==> config.mk <==
export PLATFORM = sky130hd
export DESIGN_NAME = ksa_multiword_adder_flat
export DESIGN_NICKNAME = d
export VERILOG_FILES = /design/src/rtl/ksa_multiword_adder_if.sv /design/src/rtl/ksa_multiword_adder.sv /design/src/flat_wrapper.sv
export SDC_FILE = /design/constraint.sdc
export NUM_CORES = 1
export LEC_CHECK = 0
export CAP_MARGIN = 10
export CELL_PAD_IN_SITES_DETAIL_PLACEMENT = 1
export CELL_PAD_IN_SITES_GLOBAL_PLACEMENT = 1
export CORE_MARGIN = 2
export CORE_UTILIZATION = 37
export DETAILED_ROUTE_END_ITERATION = 10
export PLACE_DENSITY_LB_ADDON = 0.1
export SLEW_MARGIN = 30
export SYNTH_ARGS = -nofsm -noshare
export SYNTH_HDL_FRONTEND = slang
export SYNTH_SLANG_ARGS = --single-unit
==> constraint.sdc <==
create_clock -name clk -period 3.6 [get_ports clk]
set_clock_uncertainty 0.2 [all_clocks]
set_input_delay 0.54 -clock clk [delete_from_list [all_inputs] [get_ports clk]]
set_output_delay 0.54 -clock clk [all_outputs]
set_load 0.1 [all_outputs]
==> src/rtl/ksa_multiword_adder_if.sv <==
// ---------------------------------------------------------------------------
// ksa_multiword_adder_if
// Operand/result bus for the sequential multi-word adder.
//
// Handshake: a transfer happens on a rising clk edge where valid && ready are
// both high. The producer holds in_valid, a, b and ci stable until it sees
// in_ready. The consumer observes out_valid. sum and co stay stable while
// out_valid is high. The result is released on the edge where out_ready is
// high. Neither side may make its valid depend on the other side's ready.
//
// Signals
//   in_valid  : producer -> adder, operands valid
//   in_ready  : adder -> producer, operands can be accepted
//   a, b      : producer -> adder, WIDTH-bit unsigned operands
//   ci        : producer -> adder, carry-in to the least-significant slice
//   out_valid : adder -> consumer, sum/co valid
//   out_ready : consumer -> adder, result accepted
//   sum       : adder -> consumer, (a + b + ci) mod 2^WIDTH
//   co        : adder -> consumer, carry-out of the full-width addition
//
// Modports
//   master : producer/consumer side (testbench or surrounding logic)
//   slave  : adder side
// ---------------------------------------------------------------------------
interface ksa_multiword_adder_if #(
  parameter int WIDTH = 64
);
  logic             in_valid;
  logic             in_ready;
  logic [WIDTH-1:0] a;
  logic [WIDTH-1:0] b;
  logic             ci;
  logic             out_valid;
  logic             out_ready;
  logic [WIDTH-1:0] sum;
  logic             co;

  modport master (
    output in_valid, a, b, ci, out_ready,
    input  in_ready, out_valid, sum, co
  );

  modport slave (
    input  in_valid, a, b, ci, out_ready,
    output in_ready, out_valid, sum, co
  );
endinterface

==> src/rtl/ksa_multiword_adder.sv <==
// ---------------------------------------------------------------------------
// ksa_multiword_adder
// Sequential wide adder. A WIDTH-bit addition is built from WIDTH/SLICE passes
// through one SLICE-bit Kogge-Stone adder, least-significant slice first. The
// carry between slices travels through a register, so no combinational path
// spans two slices.
//
// Ports
//   clk         : rising-edge clock
//   rst         : synchronous, active-high reset
//   bus         : ksa_multiword_adder_if.slave, operand/result handshake bus
//   o_dbg_state : current FSM state (0 IDLE, 1 RUN, 2 DONE), debug only
//
// Timing
//   Operands are accepted at edge E0. out_valid is high from edge E0+NSLICES.
//   The result is held until the consumer takes it. Only one transaction is in
//   flight at a time.
//
// Parameter constraints
//   WIDTH must be an integer multiple of SLICE, and WIDTH/SLICE must be >= 2.
// ---------------------------------------------------------------------------

// SLICE-bit Kogge-Stone adder with carry-in. The log2(N) prefix levels are
// evaluated inside a function. The level vectors are therefore locals and do
// not form a self-referencing net.
module ksa_nbit #(
  parameter int N = 16
) (
  input  logic [N-1:0] A,
  input  logic [N-1:0] B,
  input  logic         Ci,
  output logic         Co,
  output logic [N-1:0] S
);
  function automatic logic [N:0] ksa_calc(input logic [N-1:0] a_v,
                                          input logic [N-1:0] b_v,
                                          input logic         c_in);
    logic [N-1:0] g;
    logic [N-1:0] p;
    logic [N-1:0] g_n;
    logic [N-1:0] p_n;
    logic [N-1:0] half_sum;
    logic [N:0]   c;
    g        = a_v & b_v;
    p        = a_v ^ b_v;
    half_sum = p;
    // After the prefix loop, g[i]/p[i] are the group generate/propagate of bits i..0.
    for (int d = 1; d < N; d = d * 2) begin
      g_n = g;
      p_n = p;
      for (int i = d; i < N; i++) begin
        g_n[i] = g[i] | (p[i] & g[i-d]);
        p_n[i] = p[i] & p[i-d];
      end
      g = g_n;
      p = p_n;
    end
    c[0] = c_in;
    for (int i = 0; i < N; i++) begin
      c[i+1] = g[i] | (p[i] & c_in);
    end
    return {c[N], half_sum ^ c[N-1:0]};
  endfunction

  logic [N:0] w_res;

  always_comb begin
    w_res = ksa_calc(A, B, Ci);
  end

  assign Co = w_res[N];
  assign S  = w_res[N-1:0];
endmodule

module ksa_multiword_adder #(
  parameter int WIDTH = 64,
  parameter int SLICE = 16
) (
  input  logic                 clk,
  input  logic                 rst,
  ksa_multiword_adder_if.slave bus,
  output logic [1:0]           o_dbg_state
);
  localparam int NSLICES = WIDTH / SLICE;
  localparam int IDX_W   = $clog2(NSLICES);

  localparam logic [1:0] ST_IDLE = 2'd0;
  localparam logic [1:0] ST_RUN  = 2'd1;
  localparam logic [1:0] ST_DONE = 2'd2;

  logic [1:0]       r_state;
  logic [IDX_W-1:0] r_idx;
  logic [WIDTH-1:0] r_a;
  logic [WIDTH-1:0] r_b;
  logic [WIDTH-1:0] r_sum;
  logic             r_carry;
  logic             r_co;

  logic [SLICE-1:0] w_a_slice;
  logic [SLICE-1:0] w_b_slice;
  logic [SLICE-1:0] w_s;
  logic             w_co;

  assign w_a_slice = r_a[r_idx*SLICE +: SLICE];
  assign w_b_slice = r_b[r_idx*SLICE +: SLICE];

  ksa_nbit #(.N(SLICE)) u_ksa (
    .A  (w_a_slice),
    .B  (w_b_slice),
    .Ci (r_carry),
    .Co (w_co),
    .S  (w_s)
  );

  // in_ready is masked by rst. A producer therefore never sees a transfer
  // accepted on an edge where reset wins.
  assign bus.in_ready  = (r_state == ST_IDLE) && !rst;
  assign bus.out_valid = (r_state == ST_DONE);
  assign bus.sum       = r_sum;
  assign bus.co        = r_co;
  assign o_dbg_state   = r_state;

  always_ff @(posedge clk) begin
    if (rst) begin
      r_state <= ST_IDLE;
      r_idx   <= '0;
      r_a     <= '0;
      r_b     <= '0;
      r_sum   <= '0;
      r_carry <= 1'b0;
      r_co    <= 1'b0;
    end else begin
      case (r_state)
        ST_IDLE: begin
          if (bus.in_valid) begin
            r_a     <= bus.a;
            r_b     <= bus.b;
            r_carry <= bus.ci;
            r_idx   <= '0;
            r_state <= ST_RUN;
          end
        end
        ST_RUN: begin
          // Slices not written yet keep stale data. They are hidden because
          // out_valid stays low until the last slice is written.
          for (int i = 0; i < NSLICES; i++) begin
            if (r_idx == IDX_W'(i)) begin
              r_sum[i*SLICE +: SLICE] <= w_s;
            end
          end
          r_carry <= w_co;
          r_idx   <= r_idx + 1'b1;
          if (r_idx == IDX_W'(NSLICES - 1)) begin
            r_co    <= w_co;
            r_state <= ST_DONE;
          end
        end
        ST_DONE: begin
          if (bus.out_ready) begin
            r_state <= ST_IDLE;
          end
        end
        default: r_state <= ST_IDLE;
      endcase
    end
  end
endmodule
==> src/flat_wrapper.sv <==
// flat-port wrapper written by rule: the top's interface ports become plain ports
module ksa_multiword_adder_flat 
#(
  parameter int WIDTH = 64,
  parameter int SLICE = 16
)
  (clk, rst, o_dbg_state, bus_in_valid, bus_a, bus_b, bus_ci, bus_out_ready, bus_in_ready, bus_out_valid, bus_sum, bus_co);
  ksa_multiword_adder_if #(.WIDTH(WIDTH)) bus_i ();
  input  logic clk;
  input  logic rst;
  output logic [1:0] o_dbg_state;
  input wire logic [$bits(bus_i.in_valid)-1:0] bus_in_valid;
  input wire logic [$bits(bus_i.a)-1:0] bus_a;
  input wire logic [$bits(bus_i.b)-1:0] bus_b;
  input wire logic [$bits(bus_i.ci)-1:0] bus_ci;
  input wire logic [$bits(bus_i.out_ready)-1:0] bus_out_ready;
  output wire logic [$bits(bus_i.in_ready)-1:0] bus_in_ready;
  output wire logic [$bits(bus_i.out_valid)-1:0] bus_out_valid;
  output wire logic [$bits(bus_i.sum)-1:0] bus_sum;
  output wire logic [$bits(bus_i.co)-1:0] bus_co;
  assign bus_i.in_valid = bus_in_valid;
  assign bus_i.a = bus_a;
  assign bus_i.b = bus_b;
  assign bus_i.ci = bus_ci;
  assign bus_i.out_ready = bus_out_ready;
  assign bus_in_ready = bus_i.in_ready;
  assign bus_out_valid = bus_i.out_valid;
  assign bus_sum = bus_i.sum;
  assign bus_co = bus_i.co;
  ksa_multiword_adder #(.WIDTH(WIDTH), .SLICE(SLICE)) u_core (.clk(clk), .rst(rst), .bus(bus_i), .o_dbg_state(o_dbg_state));
endmodule
### Word-level counts from Yosys, hierarchy flattened

Index checks and enable logic that the tools add are counted.

| word-level totals | value |
|---|---|
| output and inout bits | 69 |
| logic and storage cells | 223 |
| register bits | 198 |
| input bits | 133 |

| operators by class | value |
|---|---|
| eq/ne operators | 8 |
| reductions and logical operators | 12 |
| bitwise gates (word level) | 182 |
| $add $sub $neg | 1 |
| mux-type cells | 8 |
| shift operators | 2 |

Operator list:

| kind | count |
|---|---|
| $shiftx 64x7->16 | 2 |
| $and 1x1->1 | 114 |
| $or 1x1->1 | 65 |
| $xor 16x16->16 | 2 |
| $and 16x16->16 | 1 |
| $reduce_and 2->1 | 6 |
| $mux 2 | 4 |
| $eq 2x2->1 const B | 3 |
| $pmux 2 s3 | 1 |
| $eq 2x1->1 const B | 2 |
| $logic_not 2->1 | 2 |
| $ne 2x2->1 const B | 2 |
| $pmux 2 s2 | 1 |
| $reduce_and 3->1 | 1 |
| $add 2x1->2 const B | 1 |
| $ne 2x1->1 const B | 1 |
| $pmux 1 s2 | 1 |
| $reduce_bool 2->1 | 1 |
| $logic_and 1x1->1 | 1 |
| $logic_not 1->1 | 1 |
| $mux 1 | 1 |

### Longest topological paths before layout

| depth | value |
|---|---|
| depth after elaboration | 12 |
| mapped depth | 11 |
| mapped depth without buffers | 8 |

### Modules after synthesis

Synthesis repeated with hierarchy kept, for this count alone.

| unflattened totals | value |
|---|---|
| cells, all modules | 1020 |
| area total of the unflattened synthesis | 9367.7 µm² |

Modules (own cells, without submodules):

| module | cells an instance | sequential area each (µm²) | area each (µm²) | times used |
|---|---|---|---|---|
| ksa_multiword_adder | 914 | 3963.8 | 8594.5 | 1 |
| ksa_nbit | 106 | 0.0 | 773.2 | 1 |

### Least setup slack after synthesis

No wires, ideal clock.

| path | value |
|---|---|
| kind | input port to output port |
| from | input port rst |
| to | output port bus_in_ready |
| path buffers | 3 |
| data arrival time | 3.130 ns |
| stages on the path | 4 |
| path slack | -0.270 ns |
| data required time | 2.860 ns |
| cell sequence | clkbuf_1 > clkbuf_1 > buf_1 > nor3_1 |

| on the way | value |
|---|---|
| longest elaborated chain between the ends | 2 |

Ends and longest elaborated chain:

| item | RTL line | source |
|---|---|---|
| from (decl) | flat_wrapper.sv:10 | `input logic rst;` |
| $logic_not 1->1 | ksa_multiword_adder.sv:117 | `assign bus.in_ready = (r_state == ST_IDLE) && !rst;` |
| $logic_and 1x1->1 | ksa_multiword_adder.sv:117 |  |
| to (decl) | flat_wrapper.sv:17 | `output wire logic [$bits(bus_i.in_ready)-1:0] bus_in_ready;` |

No other way between the ends.

### Worst setup path after layout

| path | value |
|---|---|
| from | register u_core.r_idx[0] |
| to | register u_core.r_sum[62], in the netlist u_core.bus.sum[62] |

| on the way | value |
|---|---|
| longest elaborated chain between the ends | 11 |
| elaborated cells between the ends (all ways) | 48 |
| classes of those cells | eq/ne: 1; shift: 2; bitwise: 44; reduce/logical: 1 |

Ends and longest elaborated chain:

| item | RTL line | source |
|---|---|---|
| from (decl) | ksa_multiword_adder.sv:92 | `logic [IDX_W-1:0] r_idx;` |
| from (signal assigned) | ksa_multiword_adder.sv:152 | `r_idx <= r_idx + 1'b1;` |
| $shiftx 64x7->16 (on tied branches) | ksa_multiword_adder.sv:104, ksa_multiword_adder.sv:105 |  |
| $xor 16x16->16 / $and 16x16->16 (equally long branches) | ksa_multiword_adder.sv:45, ksa_multiword_adder.sv:44 |  |
| $and 1x1->1 | ksa_multiword_adder.sv:52 | `g_n[i] = g[i] \| (p[i] & g[i-d]);` |
| $or 1x1->1 | ksa_multiword_adder.sv:52 |  |
| $and 1x1->1 | ksa_multiword_adder.sv:52 |  |
| $or 1x1->1 | ksa_multiword_adder.sv:52 |  |
| $and 1x1->1 / $or 1x1->1 (equally long branches) | ksa_multiword_adder.sv:52 |  |
| $or 1x1->1 / $and 1x1->1 (equally long branches) | ksa_multiword_adder.sv:52 |  |
| $or 1x1->1 | ksa_multiword_adder.sv:52 |  |
| $or 1x1->1 | ksa_multiword_adder.sv:60 | `c[i+1] = g[i] \| (p[i] & c_in);` |
| $xor 16x16->16 | ksa_multiword_adder.sv:62 | `return {c[N], half_sum ^ c[N-1:0]};` |
| to (signal, indexed assignment) | ksa_multiword_adder.sv:148 | `r_sum[i*SLICE +: SLICE] <= w_s;` |
| to (decl) | ksa_multiword_adder.sv:95 | `logic [WIDTH-1:0] r_sum;` |

Parallel ways exist; a longest one is shown, timed or not.
A chain may end at the register's enable or synchronous reset.

==> flow_metrics.env <==
export IMPL_status="finished clean"
export IMPL_fp_dieH_um=155.8
export IMPL_path_max_fanout=14
export IMPL_post_place_ws_ns=0.2837
export IMPL_synth_area_sq_um=8528
export IMPL_cts_resized=0
export IMPL_dpl_cell_count=1438
export IMPL_cp_arrival_ns=3.39
export IMPL_cp_startpoint="u_core.r_idx[0]"
export IMPL_initial_utilization_pct=37.67
export IMPL_setup_violations=0
export IMPL_insertedDiodeCount=0
export IMPL_cp_start_kind="register"
export IMPL_syn_inst=1013
export IMPL_layout_drive_gt1_share_pct=7.764
export IMPL_r2r_start="u_core.r_idx[0]"
export IMPL_drt_vias_per_instance=5.220
export IMPL_ys_async_sr_fraction_pct=0
export IMPL_cts_tree="yes"
export IMPL_setup_ws_ns=0.3077
export IMPL_powerDensity_nw_per_um2=468.6
export IMPL_ys_ff_latch=198
export IMPL_synthDistinctLibCells=47
export IMPL_vias=7674
export IMPL_grt_pass1_wl_um=42060
export IMPL_ctsHoldBuffers=0
export IMPL_fp_row_count=55
export IMPL_antenna_found_initial=0
export IMPL_cts_root_buf="clkbuf_16"
export IMPL_worstSetupEndpoint="u_core.bus.sum[62]"
export IMPL_cp_required_ns=3.69
export IMPL_cts_max_path_buffers=2
export IMPL_drc=0
export IMPL_synth_edf_count=0
export IMPL_die_w_um=155.8
export IMPL_gp_congestion=0.8106
export IMPL_multi_input_area_sq_um=4249
export IMPL_die_area_sq_um=24280
export IMPL_cts_setup_buffers=0
export IMPL_yosysTopAreaCell="dfxtp_1"
export IMPL_synth_avg_cell_area_sq_um=8.419
export IMPL_synth_top_cell_area_share_pct=46.48
export IMPL_synth_area_leaders="dfxtp_1 (46%), nand2_1 (14%), a21oi_1 (10%), mux4_2 (8.5%), ha_1 (2.9%)"
export IMPL_clock_sinks=198
export IMPL_r2r_slack_ns=0.31
export IMPL_r2r_end="u_core.bus.sum[62]"
export IMPL_dpl_hpwl_um=19720
export IMPL_synthFlopType="dfxtp_1"
export IMPL_wire_per_inst_um=18.41
export IMPL_grt_pass1_vias=7655
export IMPL_syn2layout_area_growth_pct=33.77
export IMPL_fin_cells=1470
export IMPL_finalMaxSlewViolations=0
export IMPL_period_share_pct=91.45
export IMPL_insertion_delay_ns=0.44
export IMPL_grt_overflow=0
export IMPL_hold_viol_final=0
export IMPL_slew_headroom_pct=33.14
export IMPL_drtAntennaViolNets=0
export IMPL_worstMarginPinSlew_ns=0.9997
export IMPL_nets=1326
export IMPL_irDropWorstVdd_v=0.0002801
export IMPL_path_clk_slew_ns=0.07
export IMPL_coreArea_sq_um=22640
export IMPL_drv_cap=0
export IMPL_grt_usage_pct=22.46
export IMPL_cts_buffers=17
export IMPL_min_period_ns=3.292
export IMPL_fin_tns_setup_ns=0
export IMPL_cts_htree_levels=4
export IMPL_holdWs_ns=0.2560
export IMPL_critPathCaptureType="register"
export IMPL_synth_yosys_seq_area_share_pct=46.48
export IMPL_critPathKind="reg -> reg"
export IMPL_leakage_nw=4.132
export IMPL_timing_fmax_ghz=0.3037
export IMPL_num_fill_cells=2640
export IMPL_drt_iter0_drc=431
export IMPL_drt_first_pass_iters=6
export IMPL_hold_path_class="reg -> reg"
export IMPL_num_io_pins=202
export IMPL_yosys_warnings=0
export IMPL_rsz0062_at_grt="false"
export IMPL_seq_area_sq_um=3966
export IMPL_grt_max_degree=82
export IMPL_port_buffers=201
export IMPL_reg2reg_depth=9
export IMPL_wl_um=27070
export IMPL_syn_nets=1167
==> how the worst min path moves through the flow <==
stage	start	end	slack, ns	depth (start not counted)
global route	u_core.r_a[17]	u_core.r_a[17]	0.28	2
CTS	u_core.r_a[50]	u_core.r_a[50]	0.26	2
finish	u_core.r_a[24]	u_core.r_a[24]	0.26	2
floorplan	u_core.r_a[32]	u_core.r_a[32]	0.23	2
detailed placement	u_core.r_a[50]	u_core.r_a[50]	0.25	2
global placement	u_core.r_b[0]	u_core.r_b[0]	0.24	2
==> cells in the final DEF, fill, tap and decap left out, drive strengths merged, types with 6 or more instances in the layout <==
| master | instances |
|---|---|
| nand2b | 7 |
| nor2 | 37 |
| dfxtp | 198 |
| ha | 20 |
| nand3b | 21 |
| nand2 | 310 |
| nor3 | 12 |
| clkbuf | 19 |
| mux4 | 32 |
| a21o | 8 |
| clkdlybuf4s50 | 198 |
| a21oi | 178 |
| xnor2 | 8 |
| buf | 17 |
| inv | 14 |
| nand4 | 6 |
| o21ai | 30 |
| a211oi | 13 |
==> power by group <==
part	leakage [nW]	switching, mW	internal [mW]
sequential	1.62	0.0720	2.30
clock	0.296	0.907	1.09
combinational	2.22	0.593	0.387
total	4.13	1.57	3.77
==> state kept, by name, indices dropped and copies added, names as in the netlist <==
register / count
u_core.bus.co: 1
u_core.bus.sum: 64
u_core.o_dbg_state: 2
u_core.r_a: 64
u_core.r_b: 64
u_core.r_carry: 1
u_core.r_idx: 2
==> worst max-delay path: stages (launching register included) <==
cell and delay (ns):
dfxtp_2 0.35, buf_4 0.27, mux4_2 0.59, ha_1 0.32, a211oi_1 0.32, nor2_1 0.09, nor3_1 0.33, nor2_1 0.20
a211oi_2 0.38, a211oi_1 0.12
==> final cells by class <==
cell class	count	share of cell area, %
Multi-Input combinational cell	731	37.25
Sequential cell	198	34.77
Timing Repair Buffer	215	19.18
Clock buffer	19	3.970
Tap cell	285	3.126
Clock inverter	13	1.415
Inverter	9	0.2961
==> routing by layer <==
metal	global-route usage, %	up-vias	part of all wire (%)
met5	0	-	0
met4	5.286	0	0.78
met3	3.861	13	3.5
met2	37.76	161	49
met1	30.25	3731	47
li1	-	3769	-
==> stage by stage <==
step	cell area, sq um	total power [mW]	util [%]
finish	11410	5.346	50.39
global route	11410	5.571	50.39
CTS	11410	5.396	50.39
detailed placement	10790	3.406	47.68
global placement	10790	3.392	47.68
floorplan	8533	3.005	-
==> cells by family (layout without fill, tap and decap cells) <==
logic type	Yosys count	in the layout	share of synthesized area, %
and+or+nand+nor	418	418	20.83
adders and majority gates	21	21	3.169
buffers and inverters	84	256	3.873
xor gates and xnor gates	12	12	1.232
DFF	198	198	46.48
muxes	35	35	8.832
AOI/OAI and AO/OA	245	245	15.58
==> cells in the mapped netlist (all sizes together), types with 2 or more instances <==
cell type	count
nand2	310
dfxtp	198
a21oi	178
clkbuf	58
nor2	37
mux4	32
o21ai	30
nand3b	21
ha	20
buf	17
a211oi	13
nor3	12
inv	9
a21o	8
xnor2	8
nand2b	7
nand4	6
a31oi	5
and2	5
nor2b	4
nor3b	4
or4	4
xor2	4
nand3	3
and3	2
mux2	2
o211ai	2
o21bai	2
Note: power is estimated with default switching activity, not from simulation.
